## src/rtl/ex_div_ctrl_pkg.sv

```systemverilog
// Shared types and constants for the EX-stage divide sequencer.
package ex_div_ctrl_pkg;

  // Default operand width of the divide datapath.
  localparam int DIV_DATA_LEN = 32;

  // Sequencer states; encodings match the rest of the core's divide control.
  typedef enum logic [1:0] {
    DIV_IDLE = 2'b00,
    DIV_BUSY = 2'b01,
    DIV_DONE = 2'b10
  } div_state_e;

endpackage

```

## src/rtl/ex_div_ctrl.sv

```systemverilog
// EX-stage sequencer in front of the multi-cycle divider: latches operands,
// stalls the pipeline while the divider runs, handles flush, short-circuits
// divide-by-zero and registers {remainder, quotient} for the HI/LO write.
module ex_div_ctrl
  import ex_div_ctrl_pkg::*;
#(
  parameter int                  DATA_LEN  = DIV_DATA_LEN,
  parameter logic [DATA_LEN-1:0] ZERO_QUOT = {DATA_LEN{1'b1}}
) (
  input  logic                  clk,
  input  logic                  rst,
  input  logic                  req_i,
  input  logic                  signed_i,
  input  logic [DATA_LEN-1:0]   opdata1_i,
  input  logic [DATA_LEN-1:0]   opdata2_i,
  input  logic                  flush_i,
  output logic                  stall_o,
  output logic                  div_valid_o,
  output logic                  div_signed_o,
  output logic [DATA_LEN-1:0]   div_op1_o,
  output logic [DATA_LEN-1:0]   div_op2_o,
  input  logic                  div_ready_i,
  input  logic [2*DATA_LEN-1:0] div_result_i,
  output logic                  result_valid_o,
  output logic [2*DATA_LEN-1:0] result_o
);

  div_state_e            state;
  div_state_e            next_state;
  logic [DATA_LEN-1:0]   op1_q;
  logic [DATA_LEN-1:0]   op2_q;
  logic                  signed_q;
  logic [2*DATA_LEN-1:0] result_q;
  logic                  start;
  logic                  div_by_zero;
  logic                  stall_c;
  logic                  result_load;

  assign div_by_zero = (opdata2_i == '0);

  // State register; reset drops div_valid_o immediately by forcing IDLE.
  always_ff @(posedge clk or negedge rst) begin
    if (!rst) begin
      state <= DIV_IDLE;
    end else begin
      state <= next_state;
    end
  end

  // Next-state and control decode for the IDLE -> BUSY -> DONE sequence.
  always_comb begin
    next_state     = state;
    start          = 1'b0;
    stall_c        = 1'b0;
    div_valid_o    = 1'b0;
    result_valid_o = 1'b0;
    result_load    = 1'b0;
    case (state)
      DIV_IDLE: begin
        if (req_i && !flush_i) begin
          start      = 1'b1;
          stall_c    = 1'b1;
          next_state = div_by_zero ? DIV_DONE : DIV_BUSY;
        end
      end
      DIV_BUSY: begin
        div_valid_o = 1'b1;
        if (flush_i) begin
          next_state = DIV_IDLE;
        end else begin
          stall_c = 1'b1;
          if (div_ready_i) begin
            result_load = 1'b1;
            next_state  = DIV_DONE;
          end
        end
      end
      DIV_DONE: begin
        result_valid_o = !flush_i;
        next_state     = DIV_IDLE;
      end
      default: begin
        next_state = DIV_IDLE;
      end
    endcase
  end

  // Keep stall low while held in reset, even if EX still presents a request.
  assign stall_o = rst && stall_c;

  // Operand latches; captured only when a request is accepted in IDLE.
  always_ff @(posedge clk or negedge rst) begin
    if (!rst) begin
      op1_q    <= '0;
      op2_q    <= '0;
      signed_q <= 1'b0;
    end else if (start) begin
      op1_q    <= opdata1_i;
      op2_q    <= opdata2_i;
      signed_q <= signed_i;
    end
  end

  // Result register; divide-by-zero bypasses the divider, otherwise capture its output.
  always_ff @(posedge clk or negedge rst) begin
    if (!rst) begin
      result_q <= '0;
    end else if (start && div_by_zero) begin
      result_q <= {opdata1_i, ZERO_QUOT};
    end else if (result_load) begin
      result_q <= div_result_i;
    end
  end

  assign div_op1_o    = op1_q;
  assign div_op2_o    = op2_q;
  assign div_signed_o = signed_q;
  assign result_o     = result_q;

endmodule

```

## config.mk

```make
export PLATFORM = sky130hd
export DESIGN_NAME = ex_div_ctrl
export DESIGN_NICKNAME = d
export VERILOG_FILES = /design/src/rtl/ex_div_ctrl_pkg.sv /design/src/rtl/ex_div_ctrl.sv
export SDC_FILE = /design/constraint.sdc
export NUM_CORES = 1
export LEC_CHECK = 0
export ABC_AREA = 1
export BUFFER_PORTS_ARGS = -buffer_cell sky130_fd_sc_hd__clkbuf_2
export CORE_MARGIN = 5
export CORE_UTILIZATION = 42
export DETAILED_ROUTE_END_ITERATION = 8
export HOLD_SLACK_MARGIN = 0.06
export PLACE_DENSITY_LB_ADDON = 0.25
export SLEW_MARGIN = 10
export SYNTH_ARGS = -nofsm -noshare
export SYNTH_HDL_FRONTEND = slang
export SYNTH_SLANG_ARGS = --single-unit
```

## constraint.sdc

```tcl
create_clock -name clk -period 1.3 [get_ports clk]
set_input_delay 0.065 -clock clk [delete_from_list [all_inputs] [get_ports clk]]
set_output_delay 0.065 -clock clk [all_outputs]
set_load 0.02 [all_outputs]
```

# ---- Yosys cells after proc, flatten, opt, wreduce, memory -nomap -nowiden
# Index checks and enable logic that the tools add are counted.
dict set report word_totals {
  regBits 131
  output_inout_bits 132
  wordCells 33
  inputBits 134
}
dict set report classes {
  n_reduce_logical 8
  mux 16
  n_eq_ne 4
}
# op count
set ops {}
lappend ops {{2-to-1 mux 64 bit} 2}
lappend ops {{logical NOT 32 bit} 1}
lappend ops {{2-to-1 mux 1 bit} 8}
lappend ops {{2-to-1 mux 2 bit} 4}
lappend ops {{case mux 2 bit (2 select lines)} 1}
lappend ops {{logical AND 1 bit} 3}
lappend ops {{!= test 3 bit (second input constant)} 1}
lappend ops {{equality test 2 x 1 -> 1 bit (second input constant)} 1}
lappend ops {{equality test 2 bit (second input constant)} 1}
lappend ops {{logical NOT 2 bit} 1}
lappend ops {{!= test 2 bit (second input constant)} 1}
lappend ops {{case mux 1 bit (2 select lines)} 1}
lappend ops {{AND reduction 2 bit} 1}
lappend ops {{nonzero test 2 bit} 1}
lappend ops {{logical NOT 1 bit} 1}

# ---- Depth between registers and ports, before layout
dict set report logic_depth {
  depth_word 6
  mapped_depth 10
}

# ---- Least setup slack after synthesis
# Ideal clock, no wire load.
dict set report synth_timing {
  path_type {register to register}
  from {register state[1]}
  to {register result_q[1] (netlist: result_o[1])}
  path_stages_with_launch 7
  setup_slack_ps -139
  setup_time_ps 128
  t_arrival_ps 1310
  n_path_buf 2
  path_cell_list {dfrtp_1 nor2_2 nand3_1 buf_4 clkbuf_1 nand2_1 nand3_1}
}
dict set report synth_between {
  elab_chain_cells 4
}
# item line
set synth_lines {}
lappend synth_lines {{start, declared} ex_div_ctrl.sv:28} ;# div_state_e state;
lappend synth_lines {{start signal, assigned} ex_div_ctrl.sv:46} ;# state <= next_state;
lappend synth_lines {{logical NOT 2 bit} ex_div_ctrl.sv:58} ;# case (state)
lappend synth_lines {{2-to-1 mux 1 bit} ex_div_ctrl.sv:58}
lappend synth_lines {{logical AND 1 bit} ex_div_ctrl.sv:108} ;# end else if (start && div_by_zero) begin
lappend synth_lines {{2-to-1 mux 64 bit or nonzero test 2 bit (tied branches)} -}
lappend synth_lines {{end signal, assigned} ex_div_ctrl.sv:109} ;# result_q <= {opdata1_i, ZERO_QUOT};
lappend synth_lines {{end signal, assigned} ex_div_ctrl.sv:111} ;# result_q <= div_result_i;
lappend synth_lines {{end, declared} ex_div_ctrl.sv:33} ;# logic [2*DATA_LEN-1:0] result_q;
# Parallel ways exist; a longest one is shown, timed or not.
# A chain may end at the register's enable or synchronous reset.

# ---- Final worst setup path
dict set report layout_timing {
  from {register state[0]}
  to {register result_q[8] (netlist: result_o[8])}
}
# Same word-level chain as after synthesis.

==> impl_results.md <==
* WP data arrival at 1900 ps
* Drt pass-1 iters at 5
* Yosys reg bits at 131
* Syn Nets at between 800 and 900
* Placer Congestion at 0.857
* Count of buffers from port buffering at 265
* Largest net degree at the start of global routing at 72
* Most frequent cells in the layout: clkbuf_2 (261), nand2_1 (235), dlygate4sd3_1 (132)
* Clock buffer depth at 2
* Mapped Cells at 699
* Worst-path maximum fanout at 14
* Starting Density at between 40% and 50%
* CTS tree: built
* WS Path Type: flip-flop to flip-flop
* Synthesized area per cell at approximately 8.1 µm²
* Layout cell share with drive strength beyond 1 at 49.0%
* Slew Viols, Final at 0
* CP endpoint kind: flip-flop
* Final setup margin at -311 ps
* Gr ovfl total at 0
* Netlist cell types at 21
* Non-Filler Instances at 1377
* Failing checks: setup timing
* I/O Pins at 266
* Die height at 126 µm
* Final core occ at 87.7%
* Nets at between 1000 and 1500
* Setup violators final at 134
* HPWL after DPL at 13.0 mm
* CP startpoint kind: flip-flop
* RSZ-0062 raised after global routing: true
* Global-route wire length before repair at 37.0 mm
* Layout filler cell count at 592
* Area grow syn2layout at 104%
* P per Cell Area at 1410 nW/µm²
* Worst skew pair latency at 420 ps
* WL final at between 20 and 30 mm
* Initial antenna violation count at 0
* Vias in the first global route at 7144
* Worst endpoint required time at between 1500 and 2000 ps
* Max-Cap Viols at 0
* Avg WL per Cell at 21.8 µm
* Clk slew on worst S/H paths at 60 ps
* Minimum clock period at about 1600 ps
* Worst-Margin Slew at 400 ps
* Synthesized cell area at 5680 µm²
* Clk sinks at 131
* Status: finished, violations left
* Leading cell type in the layout, fill and taps excluded: clkbuf_2
* H-tree level count at 4
* Slew headroom at around three quarters
* VDD IR max at 0.895 mV
* DIE WIDTH at between 100 and 150 µm
* Routed via count at approximately 7400
* Core ar. at 13200 µm²
* Final Hold Fails at 0
* Row count at 42
* Post-route ant nets at 0
* Seq/Total Area, Yosys at 57.7%
* GR Util All Layers at 29.3%
* Via density at 5.36
* Num CTS Buffers at 17
* Residual DRC at 0
* # diodes at 0
* Number of warnings issued by yosys at 0
* Final clock skew at 6.22 ps
* Placed insts at 1148
* Fmax achieved at 621 MHz
* Leakage power at 6.07 nW
* Tcrit/Tclk final at 124%
* Hold Crit Class: primary input to asynchronous set/reset pin
* Root buffer cell: clkbuf_16
* Die Area at 16000 µm²
* Initial DRC count at 686
==> flip-flops by register name, indices dropped and copies added, names as in the netlist <==
name          cells
result_o         64
div_op1_o        32
div_op2_o        32
state             2
div_signed_o      1
==> synth_stat cells (all sizes together) <==
cell    count  area share, %
nand2     289             19
dfrtp     131             58
nor2       83            5.8
nand3      66            5.8
o21ai      47            4.1
inv        37            2.4
buf        35            3.9
clkbuf      6           0.40
a21boi      2           0.26
nand4       1           0.11
nor3        1          0.088
o22ai       1           0.11
==> area by class of cell <==
type	instances	area [µm²]	share of cell area [%]
repair buffers	510	4460	38.4
flip-flops and latches	131	3280	28.2
multi-input cells	491	2860	24.6
clock buffers	18	439	3.78
well taps	176	220	1.90
clock inverters	14	186	1.61
inverters	37	164	1.41
==> per-layer routing <==
metal	vias to the layer above	track usage [%]	wire [µm]
li1	3167	-	-
met2	552	51.0	14900
met3	167	6.35	2710
met5	-	0	0
met1	3501	33.8	10400
met4	0	15.8	1980
==> where the power goes <==
group	total (mW)	internal (mW)	switching [mW]
Sequential	5.85	5.03	0.820
Clock	5.15	3.25	1.90
Combinational	5.36	2.17	3.19
Total	16.4	10.5	5.91
==> stage by stage <==
stage | setup slack (ps) | TNS (ps) | total power [mW] | cell area [µm²] | hold slack [ps]
finish | -311 | -26680 | 16.4 | 11600 | 299
global route | -355 | -36060 | 16.9 | 11600 | 312
CTS | -226 | -15160 | 15.2 | 10400 | 271
detailed placement | -119 | -7920 | 9.55 | 7480 | 99.7
global placement | -111 | -7440 | 9.48 | 7480 | 99.5
floorplan | 14.3 | 0 | 7.75 | 5700 | -231
==> critical path, cell delays in order, from the launching register on <==
cell and delay [ps]:
dfrtp_1 380, inv_2 50, buf_4 130, nor2_4 140, nand3_4 170, buf_6 160
buf_12 150, nor2_1 180, o21ai_1 110
==> final timing paths <==
kind,to,slack [ps],cells after the start,from
hold / removal,div_op2_o[29],300,3,rst
setup reg to reg,result_o[8],-310,8,state[0]
min in group clk,div_op1_o[0],410,6,req_i
setup / recovery,result_o[8],-310,8,state[0]
max in group asynchronous,result_o[24],680,3,rst
hold reg to reg,div_op1_o[9],480,2,div_op1_o[9]
==> cell families after synthesis <==
logic type	Yosys count	synth area share (%)
compound gates	50	4.51
buf+inv	78	6.71
simple gates	440	31.1
flops	131	57.7
==> timing repair <==
| action | CTS | global route |
|---|---|---|
| hold endpoints to repair | 261 | 0 |
| gates cloned | 15 | 21 |
| pin swaps | 28 | 77 |
| hold buffers | 132 | 0 |
| buffers inserted | 16 | 21 |
| endpoints found under the setup margin | 128 | 133 |
| resized for setup | 104 | 231 |
Note: power is estimated with default switching activity, not from simulation.
